<file path="src/rtl/cc_frame_feeder.sv">
// Zero-pad frame feeder: buffers DEPTH samples per channel, then emits one FFT config word and one
// 2*DEPTH-beat lead/trail zero-padded AXI-Stream frame to NCH FFT cores in lockstep.
module cc_frame_feeder #(
    parameter int          NCH      = 2,
    parameter int          SAMPLE_W = 10,
    parameter int          DEPTH    = 128,
    parameter logic [23:0] CFG_WORD = 24'h00AAAD,
    parameter bit          SIGN_EXT = 1'b1
) (
    input  logic                    clk,
    input  logic                    reset_b,
    input  logic                    wr_en,
    input  logic [NCH*SAMPLE_W-1:0] wr_data,
    output logic                    full,
    input  logic                    start,
    input  logic [NCH-1:0]          pad_lead,
    output logic                    busy,
    output logic                    done,
    output logic                    ovf,
    output logic                    sync_err,
    output logic [23:0]             m_cfg_tdata,
    output logic                    m_cfg_tvalid,
    input  logic [NCH-1:0]          m_cfg_tready,
    output logic [NCH*32-1:0]       m_data_tdata,
    output logic                    m_data_tvalid,
    input  logic [NCH-1:0]          m_data_tready,
    output logic                    m_data_tlast
);

    localparam int AW = (DEPTH > 1) ? $clog2(DEPTH) : 1;
    localparam int N  = 2 * DEPTH;
    localparam logic [AW:0] PTR_ONE   = (AW+1)'(1);
    localparam logic [AW:0] PTR_FULL  = (AW+1)'(DEPTH);
    localparam logic [AW:0] LAST_BEAT = (AW+1)'(N - 1);

    typedef enum logic [1:0] {S_IDLE, S_CFG, S_STREAM} state_t;

    state_t                    state_q, state_d;
    logic [1:0]                rst_sync_q;
    logic                      rst_n;
    logic [AW:0]               wptr_q;
    logic [AW:0]               beat_q;
    logic [NCH-1:0]            pad_q;
    logic                      dvalid_q;
    logic [NCH*32-1:0]         tdata_q;
    logic                      tlast_q;
    logic                      done_q;
    logic                      ovf_q;
    logic                      sync_err_q;
    logic [NCH*SAMPLE_W-1:0]   mem [DEPTH];
    logic [NCH*SAMPLE_W-1:0]   rdata_q;
    logic [AW-1:0]             raddr;

    logic wr_accept, wr_drop, start_ok, cfg_accept, data_accept, last_accept;
    logic cfg_mixed, data_mixed;

    function automatic logic [15:0] ext16(input logic [SAMPLE_W-1:0] s);
        logic signed [SAMPLE_W-1:0] ss;
        ss = signed'(s);
        if (SIGN_EXT) return 16'(ss);
        else          return 16'(s);
    endfunction

    // A channel carries data in the half that matches its pad_lead bit, zeros in the other.
    function automatic logic [NCH*32-1:0] make_beat(input logic [NCH*SAMPLE_W-1:0] smp,
                                                    input logic                    upper,
                                                    input logic [NCH-1:0]          lead);
        logic [NCH*32-1:0] w;
        w = '0;
        for (int c = 0; c < NCH; c++) begin
            if (lead[c] == upper) w[c*32 +: 16] = ext16(smp[c*SAMPLE_W +: SAMPLE_W]);
        end
        return w;
    endfunction

    always_ff @(posedge clk or negedge reset_b) begin
        if (!reset_b) rst_sync_q <= 2'b00;
        else          rst_sync_q <= {rst_sync_q[0], 1'b1};
    end
    assign rst_n = rst_sync_q[1];

    assign full        = (wptr_q == PTR_FULL);
    assign wr_accept   = (state_q == S_IDLE) && wr_en && !full;
    assign wr_drop     = wr_en && (full || busy);
    assign start_ok    = (state_q == S_IDLE) && start && full;
    assign cfg_accept  = (state_q == S_CFG) && (&m_cfg_tready);
    assign data_accept = (state_q == S_STREAM) && dvalid_q && (&m_data_tready);
    assign last_accept = data_accept && (beat_q == LAST_BEAT);
    assign cfg_mixed   = (state_q == S_CFG) && (|m_cfg_tready) && !(&m_cfg_tready);
    assign data_mixed  = (state_q == S_STREAM) && dvalid_q && (|m_data_tready) && !(&m_data_tready);

    always_ff @(posedge clk or negedge rst_n) begin
        if (!rst_n) state_q <= S_IDLE;
        else        state_q <= state_d;
    end

    always_comb begin
        state_d = state_q;
        case (state_q)
            S_IDLE:   if (start_ok)    state_d = S_CFG;
            S_CFG:    if (cfg_accept)  state_d = S_STREAM;
            S_STREAM: if (last_accept) state_d = S_IDLE;
            default:                   state_d = S_IDLE;
        endcase
    end

    always_comb begin
        busy         = (state_q != S_IDLE);
        m_cfg_tvalid = (state_q == S_CFG);
    end

    // Prefetch: rdata_q always holds the sample the next beat needs when the current one is accepted.
    always_comb begin
        raddr = '0;
        if (cfg_accept)
            raddr = AW'(1);
        else if (state_q == S_STREAM)
            raddr = beat_q[AW-1:0] + (data_accept ? AW'(2) : AW'(1));
    end

    always_ff @(posedge clk) begin
        if (wr_accept) mem[wptr_q[AW-1:0]] <= wr_data;
        rdata_q <= mem[raddr];
    end

    always_ff @(posedge clk or negedge rst_n) begin
        if (!rst_n) begin
            wptr_q     <= '0;
            beat_q     <= '0;
            pad_q      <= '0;
            dvalid_q   <= 1'b0;
            tdata_q    <= '0;
            tlast_q    <= 1'b0;
            done_q     <= 1'b0;
            ovf_q      <= 1'b0;
            sync_err_q <= 1'b0;
        end else begin
            done_q <= last_accept;
            if (wr_drop)                 ovf_q      <= 1'b1;
            if (cfg_mixed || data_mixed) sync_err_q <= 1'b1;
            if (wr_accept)        wptr_q <= wptr_q + PTR_ONE;
            else if (last_accept) wptr_q <= '0;
            if (start_ok) pad_q <= pad_lead;
            if (cfg_accept) begin
                dvalid_q <= 1'b1;
                beat_q   <= '0;
                tdata_q  <= make_beat(rdata_q, 1'b0, pad_q);
                tlast_q  <= 1'b0;
            end else if (last_accept) begin
                dvalid_q <= 1'b0;
                tdata_q  <= '0;
                tlast_q  <= 1'b0;
            end else if (data_accept) begin
                beat_q   <= beat_q + PTR_ONE;
                tdata_q  <= make_beat(rdata_q, (beat_q + PTR_ONE) >= PTR_FULL, pad_q);
                tlast_q  <= ((beat_q + PTR_ONE) == LAST_BEAT);
            end
        end
    end

    assign done          = done_q;
    assign ovf           = ovf_q;
    assign sync_err      = sync_err_q;
    assign m_cfg_tdata   = CFG_WORD;
    assign m_data_tdata  = tdata_q;
    assign m_data_tvalid = dvalid_q;
    assign m_data_tlast  = tlast_q;

endmodule

</file>
<file path="config.mk">
export PLATFORM = sky130hd
export DESIGN_NAME = cc_frame_feeder
export DESIGN_NICKNAME = d
export VERILOG_FILES = /design/src/rtl/cc_frame_feeder.sv
export SDC_FILE = /design/constraint.sdc
export NUM_CORES = 2
export LEC_CHECK = 0
export BUFFER_PORTS_ARGS = -buffer_cell sky130_fd_sc_hd__clkbuf_2
export CAP_MARGIN = 20
export CORE_ASPECT_RATIO = 1.75
export CORE_UTILIZATION = 50
export DETAILED_ROUTE_END_ITERATION = 12
export PLACE_DENSITY = 0.68
export SYNTH_ARGS = -nofsm -noshare
export SYNTH_HDL_FRONTEND = slang
export SYNTH_SLANG_ARGS = --single-unit
export TNS_END_PERCENT = 50
</file>
<file path="constraint.sdc">
create_clock -name clk -period 2 [get_ports clk]
set_input_delay 0.2 -clock clk [delete_from_list [all_inputs] [get_ports clk]]
set_output_delay 0.2 -clock clk [all_outputs]
set_load 0.02 [all_outputs]
</file>
[Yosys cells after proc, flatten, opt, wreduce, memory -nomap -nowiden]
Memory sizes are Yosys's and may differ from the RTL's. A register that Yosys moved wholly into a read port is not among the register bits.
Cells that the tools add are included.
Operators by class
  add/subtract/negate cells: 3
  multipliers: 0
  div/mod/pow operators: 0
  order comparisons: 1
  equal/unequal tests: 11
  shifts and indexed selects: 0
  muxes and demuxes: 26
  bitwise gates (word level): 0
  reduce and logical (&&, ||, !) cells: 30
Operators with widths (number)
  two-way mux 64 bit: 3
  two-way mux 16 bit: 4
  two-way mux 8 bit: 5
  == test 8 bit, second input constant: 3
  adder 8 x 1 -> 8 bit, second input constant: 2
  two-way mux 7 bit: 2
  logical AND 1 bit: 13
  greater-or-equal comparator 8 bit, second input constant: 1
  two-way mux 2 bit: 4
  nonzero test 2 bit: 4
  adder 7 x 2 -> 7 bit: 1
  two-way mux 1 bit: 7
  != test 2 bit, second input constant: 3
  one-hot mux 2 bit (3 select lines): 1
  AND reduction 2 bit: 3
  OR reduction 2 bit: 2
  zero test 1 bit: 3
  AND reduction 3 bit: 1
  nonzero test 3 bit: 1
  == test 1 bit: 2
  == test 2 x 1 -> 1 bit, second input constant: 1
  == test 2 bit, second input constant: 1
  zero test 2 bit: 1
  logical OR 1 bit: 2
  != test 2 x 1 -> 1 bit, second input constant: 1
Storage, ports and cells
  register bits after elaboration: 91
  bits in latches: 0
  RAM bits: 2560
  memory bits (read-only): 0
  bits of input ports: 30
  output and inout port bits: 96
  logic and storage cells: 83
  memories kept: 1
Memory list
  mem: words 128, width 20, read ports 1, clocked after Yosys merged registers in 1, wr ports 1, RTL line 50  | logic [NCH*SAMPLE_W-1:0] mem [DEPTH];

[Depth between registers and ports, before layout]
  word-level depth: 7
  depth in mapped cells: 17
  mapped depth without buffers: 12

[Least setup slack after synthesis]
Ideal clock, no wire load.
  path type: register -> register
  from: reg state_q[0]
  to: reg rdata_q[7] (read register of mem)
  library setup time: 0.133 ns
  arrival time: 3.598 ns
  data required time: 1.867 ns
  setup slack: -1.731 ns
  cell stages (with the launch flop): 16
  path buffers: 4
  clock period less this slack: 3.731 ns
  cells stage by stage: dfrtp_1 and2b_4 nand4_1 ha_1 inv_1 fa_1 nor3b_1 buf_2 buf_4 buf_2 buf_1 mux4_2 mux2i_1 o22ai_1 nor4_2 o211ai_1
Between the ends
  word-level cells in the longest chain between the ends: 7
  elaborated cells between the ends (all ways): 9
  those cells by class: add/sub: 1; eq/ne: 2; mux: 3; reduce/logical: 3
RTL lines
  start, declared: RTL line 38  | state_t state_q, state_d;
  start signal, assigned: RTL line 94  | else state_q <= state_d;
  == test 2 bit: RTL line 87, 117
  logical AND 1 bit (2 in series): RTL line 87  | assign data_accept = (state_q == S_STREAM) && dvalid_q && (&m_data_tready);
  two-way mux 2 bit: RTL line 118  | raddr = beat_q[AW-1:0] + (data_accept ? AW'(2) : AW'(1));
  adder 7 x 2 -> 7 bit: RTL line 118
  two-way mux 7 bit: RTL line 117  | else if (state_q == S_STREAM)
  two-way mux 7 bit *: RTL line 115  | if (cfg_accept)
  end, declared: RTL line 51  | logic [NCH*SAMPLE_W-1:0] rdata_q;
Mark *: on every way between the ends. The rest lies on a longest branch, timed or not.
A chain may end at the register's enable or synchronous reset.

[Worst setup path after layout]
  from: reg state_q[0]
  to: reg rdata_q[15] (read register of mem)
The elaborated chain is that of the path after synthesis.

==> metrics.md <==
| Metric | Value |
|---|---|
| Status | `finished, violations left` |
| Failing checks | `DRC, setup timing` |
| Vias in the first global route | `around 53000` |
| Initial Util | `between 50% and 60%` |
| Wire length on met2 | `roughly 140 mm` |
| Final Total Pwr | `roughly 100 mW` |
| Post-synthesis sequential area ratio | `between 70% and 80%` |
| Final hold viol count | `0` |
| Reg2Reg Depth | `17` |
| Chip height | `598 µm` |
| Worst hold-check path type | `primary input to flop` |
| Syn Inst Count | `between 4000 and 5000` |
| Total number of vias | `approximately 52000` |
| Syn Area/Cell | `between 20 and 25 µm²` |
| RSZ-0062 raised after global routing | `true` |
| Period utilisation layout | `203%` |
| Worst path slowest cell | `a2111oi_4` |
| Largest net degree at the start of global routing | `~130` |
| Post-synth top area share | `75.8%` |
| Core area | `0.202 mm²` |
| Detailed Route WL | `about 270 mm` |
| H-Tree Level Count | `4` |
| Number of DRC markers in iteration 0 | `5989` |
| Fmax | `around 250 MHz` |
| Peak VDD IR | `between 900 and 1000 µV` |
| Area contributors post-synth | `edfxtp_1 76%, mux4_2 13%, mux2i_1 1.8%` |
| Num ports | `126` |
| Total gr overflow | `0` |
| Routed vias/inst | `between 6 and 7` |
| Delay-heaviest family, CP | `buffers and inverters` |
| GP Congestion | `approximately 0.92` |
| Layout cells sized above 1 | `between 30% and 40%` |
| First-pass GRT wire length | `approximately 380 mm` |
| Hold_ws | `about 0.029 ns` |
| EDFF count, synth | `2560` |
| Synth area leader | `edfxtp_1` |
| Total CTS buffers | `about 220` |
| Clk buf depth | `4` |
| Static Leak | `40.2 nW` |
| Synth cell types | `65` |
| Port Buffer Count | `69` |
| Crit Reg-Reg Endpoint | `rdata_q[15]` |
| Die area | `0.205 mm²` |
| Worst slew margin relative to its limit | `a little over two fifths` |
| Maxcap violations | `0` |
| R2R Setup Slk | `-2.05 ns` |
| Minimum clock period | `about 4.1 ns` |
| WL/cell | `approximately 32 µm` |
| Storage cell area | `slightly below 0.08 mm²` |
| Final WS setup | `-2.05 ns` |
| Total Routing Usage GR | `between 20% and 30%` |
| Clk sinks | `2627` |
| Top routing layer used | `met4` |
| Initial antenna violation count | `6` |
| Number of iterations in the first detailed-routing pass | `12` |
| PD cells | `~850 mW/mm²` |
| Syn. warnings | `0` |
| CP Launch Type | `flop` |
| Multi-input logic area | `about 0.023 mm²` |
| WP data required | `about 2.8 ns` |
| Post-detail-place hpwl | `approximately 170 mm` |
| Critical Path, Cell by Cell | `and2b_4 > nand4_1 > ha_2 > inv_2 > fa_2 > nor3b_4 > buf_12 > buf_12 > buf_16 > buf_16 > mux4_2 > mux2i_1 > buf_4 > a2111oi_4 > buf_4 > o211ai_1 > o211ai_1` |
| Drt drc | `34` |
| Top_reg_cell synth | `edfxtp_1` |
| CTS root buf | `clkbuf_16` |
| Synth cell count leaders | `2560 x edfxtp_1, 595 x mux4_2, 245 x nand2_1, 240 x nor2_1, 180 x mux2i_1` |
| Max incr delay on CP | `around 0.62 ns` |
| Met3 WL | `approximately 18 mm` |
| Final Util | `between 60% and 70%` |
| Worst R2R Start | `state_q[0]` |
| Clk slew on worst S/H paths | `roughly 0.070 ns` |
| Min-Delay Path Depth | `6` |
| WP buf/inv | `7` |
| TritonCTS clock tree | `done` |
| Count of pins over their slew limit | `0` |
| Slew @ Worst Pin | `slightly below 0.9 ns` |
| Die Wd | `around 340 µm` |
| Arr. time, crit path | `between 4 and 5 ns` |
| Post-synth ARST share | `about 1.8%` |
| Clk_skew | `~0.037 ns` |
| Fill cell count | `approximately 13000` |
| Layout area overhead | `21.7%` |
| Worst Hold Launch | `m_data_tready[1]` |
| ANT nets after route | `0` |
| Clk Latency, worst-skew pair | `0.84 ns` |
| Rows | `218` |
| Cell with the most instances after synthesis | `edfxtp_1` |
| Nets | `~5700` |
| Kind of critical path | `flop to flop` |
| Endpoint type of the worst setup path | `flop` |
| CP max FO | `8` |
| Worst Hold Endpoint | `beat_q[2]` |
| Setup-failing EPs final | `between 2000 and 3000` |
| Yosys reg bits | `2627` |
| Mapped Area | `0.101 mm²` |
| Met1 WL | `95.4 mm` |
metrics by stage:
stage | area [µm²] | std cells | worst slack, ns | TNS, ns
2_1_floorplan | 103000 | 4813 | -1.39 | -1226.46
3_3_place_gp | 113000 | 7927 | -2.39 | -468.08
3_5_place_dp | 113000 | 7927 | -2.43 | -554.46
4_1_cts | 122000 | 8382 | -2.01 | -491.65
5_1_grt | 123000 | 8437 | -2.08 | -648.21
6_report | 123000 | 8437 | -2.05 | -547.01
timing repair:
item | in CTS | in global routing
buffers inserted | 30 | 50
endpoints found under the setup margin | 2628 | 2633
hold buffers | 33 | 0
endpoints found under the hold margin | 682 | 0
gates resized for setup | 166 | 168
pin swaps | 27 | 45
cloned | 7 | 15
routing by layer:
layer  track usage [%]  up-vias
met2              45.4     2430
met1              32.4    27900
met3              2.86      521
met4              15.0        0
li1                  -    21400
met5                 0        -
logic make-up (layout without fill, tap and decap cells):
logic type      count (synthesis)  after routing  synth area share [%]
compound gates                346            347                  2.45
xor+xnor                        9              9                0.0777
fa+ha+maj                       7              7                0.0937
buf+inv                       340           1322                  2.03
flops                        2627           2627                  77.3
mux                           780            780                  15.1
other cells                     2             58               0.00740
simple gates                  647            647                  2.91
worst max-delay path by stage:
stage               start          end  depth (start not counted)
2_1_floorplan  state_q[0]  rdata_q[18]                         15
3_5_place_dp   state_q[0]   rdata_q[2]                         15
6_report       state_q[0]  rdata_q[15]                         17
5_1_grt        state_q[0]  rdata_q[15]                         18
3_3_place_gp   state_q[0]  rdata_q[15]                         16
4_1_cts        state_q[0]  rdata_q[16]                         17
worst min-delay path, cell delays in order:
cell	delay [ns]
clkbuf_2	0.10
nand4_1	0.13
buf_4	0.16
nor2_1	0.04
o21ai_1	0.10
o21ai_1	0.08
state kept, by name, indices dropped and copies added (netlist names):
name	cells
beat_q	8
done	1
m_data_tdata	20
m_data_tlast	1
m_data_tvalid	1
mem	2560
ovf	1
pad_q	2
rdata_q	20
rst_sync_q	2
state_q	2
sync_err	1
wptr_q	8
cell type report:
| class | instances | share of cell area [%] |
|---|---|---|
| Timing Repair Buffer | 926 | 9.15 |
| Sequential cell | 2627 | 63.6 |
| Inverter | 11 | 0.0497 |
| Clock buffer | 268 | 4.64 |
| Multi-Input combinational cell | 1847 | 18.8 |
| Clock inverter | 117 | 1.07 |
| Antenna cell | 1 | 0.00203 |
| Tap cell | 2640 | 2.68 |
report_power, final:
part           internal [mW]  switching [mW]
clock network           23.9            19.3
logic                  0.250            1.17
registers               60.3         0.00727
total                   84.5            20.4
cell usage in the layout, fill, tap and decap left out, types with 29 or more instances in the layout:
cell type / synthesis / layout
nor2_2: 0 / 61
o211ai_1: 40 / 40
nand2_1: 245 / 237
nor2_1: 240 / 104
mux2i_1: 180 / 141
and3_1: 44 / 40
dfrtp_1: 47 / 43
buf_12: 3 / 294
conb_1: 2 / 57
clkbuf_1: 124 / 45
clkbuf_2: 0 / 48
clkinv_1: 0 / 29
dlygate4sd3_1: 0 / 33
mux4_2: 595 / 595
buf_4: 77 / 476
clkbuf_16: 0 / 233
nor2_4: 0 / 75
edfxtp_1: 2560 / 2560
o22ai_1: 139 / 90
o22ai_2: 0 / 33
nand3_1: 39 / 29
clkinv_2: 0 / 40
buf_6: 38 / 37
(Power assumes the default switching activity.)
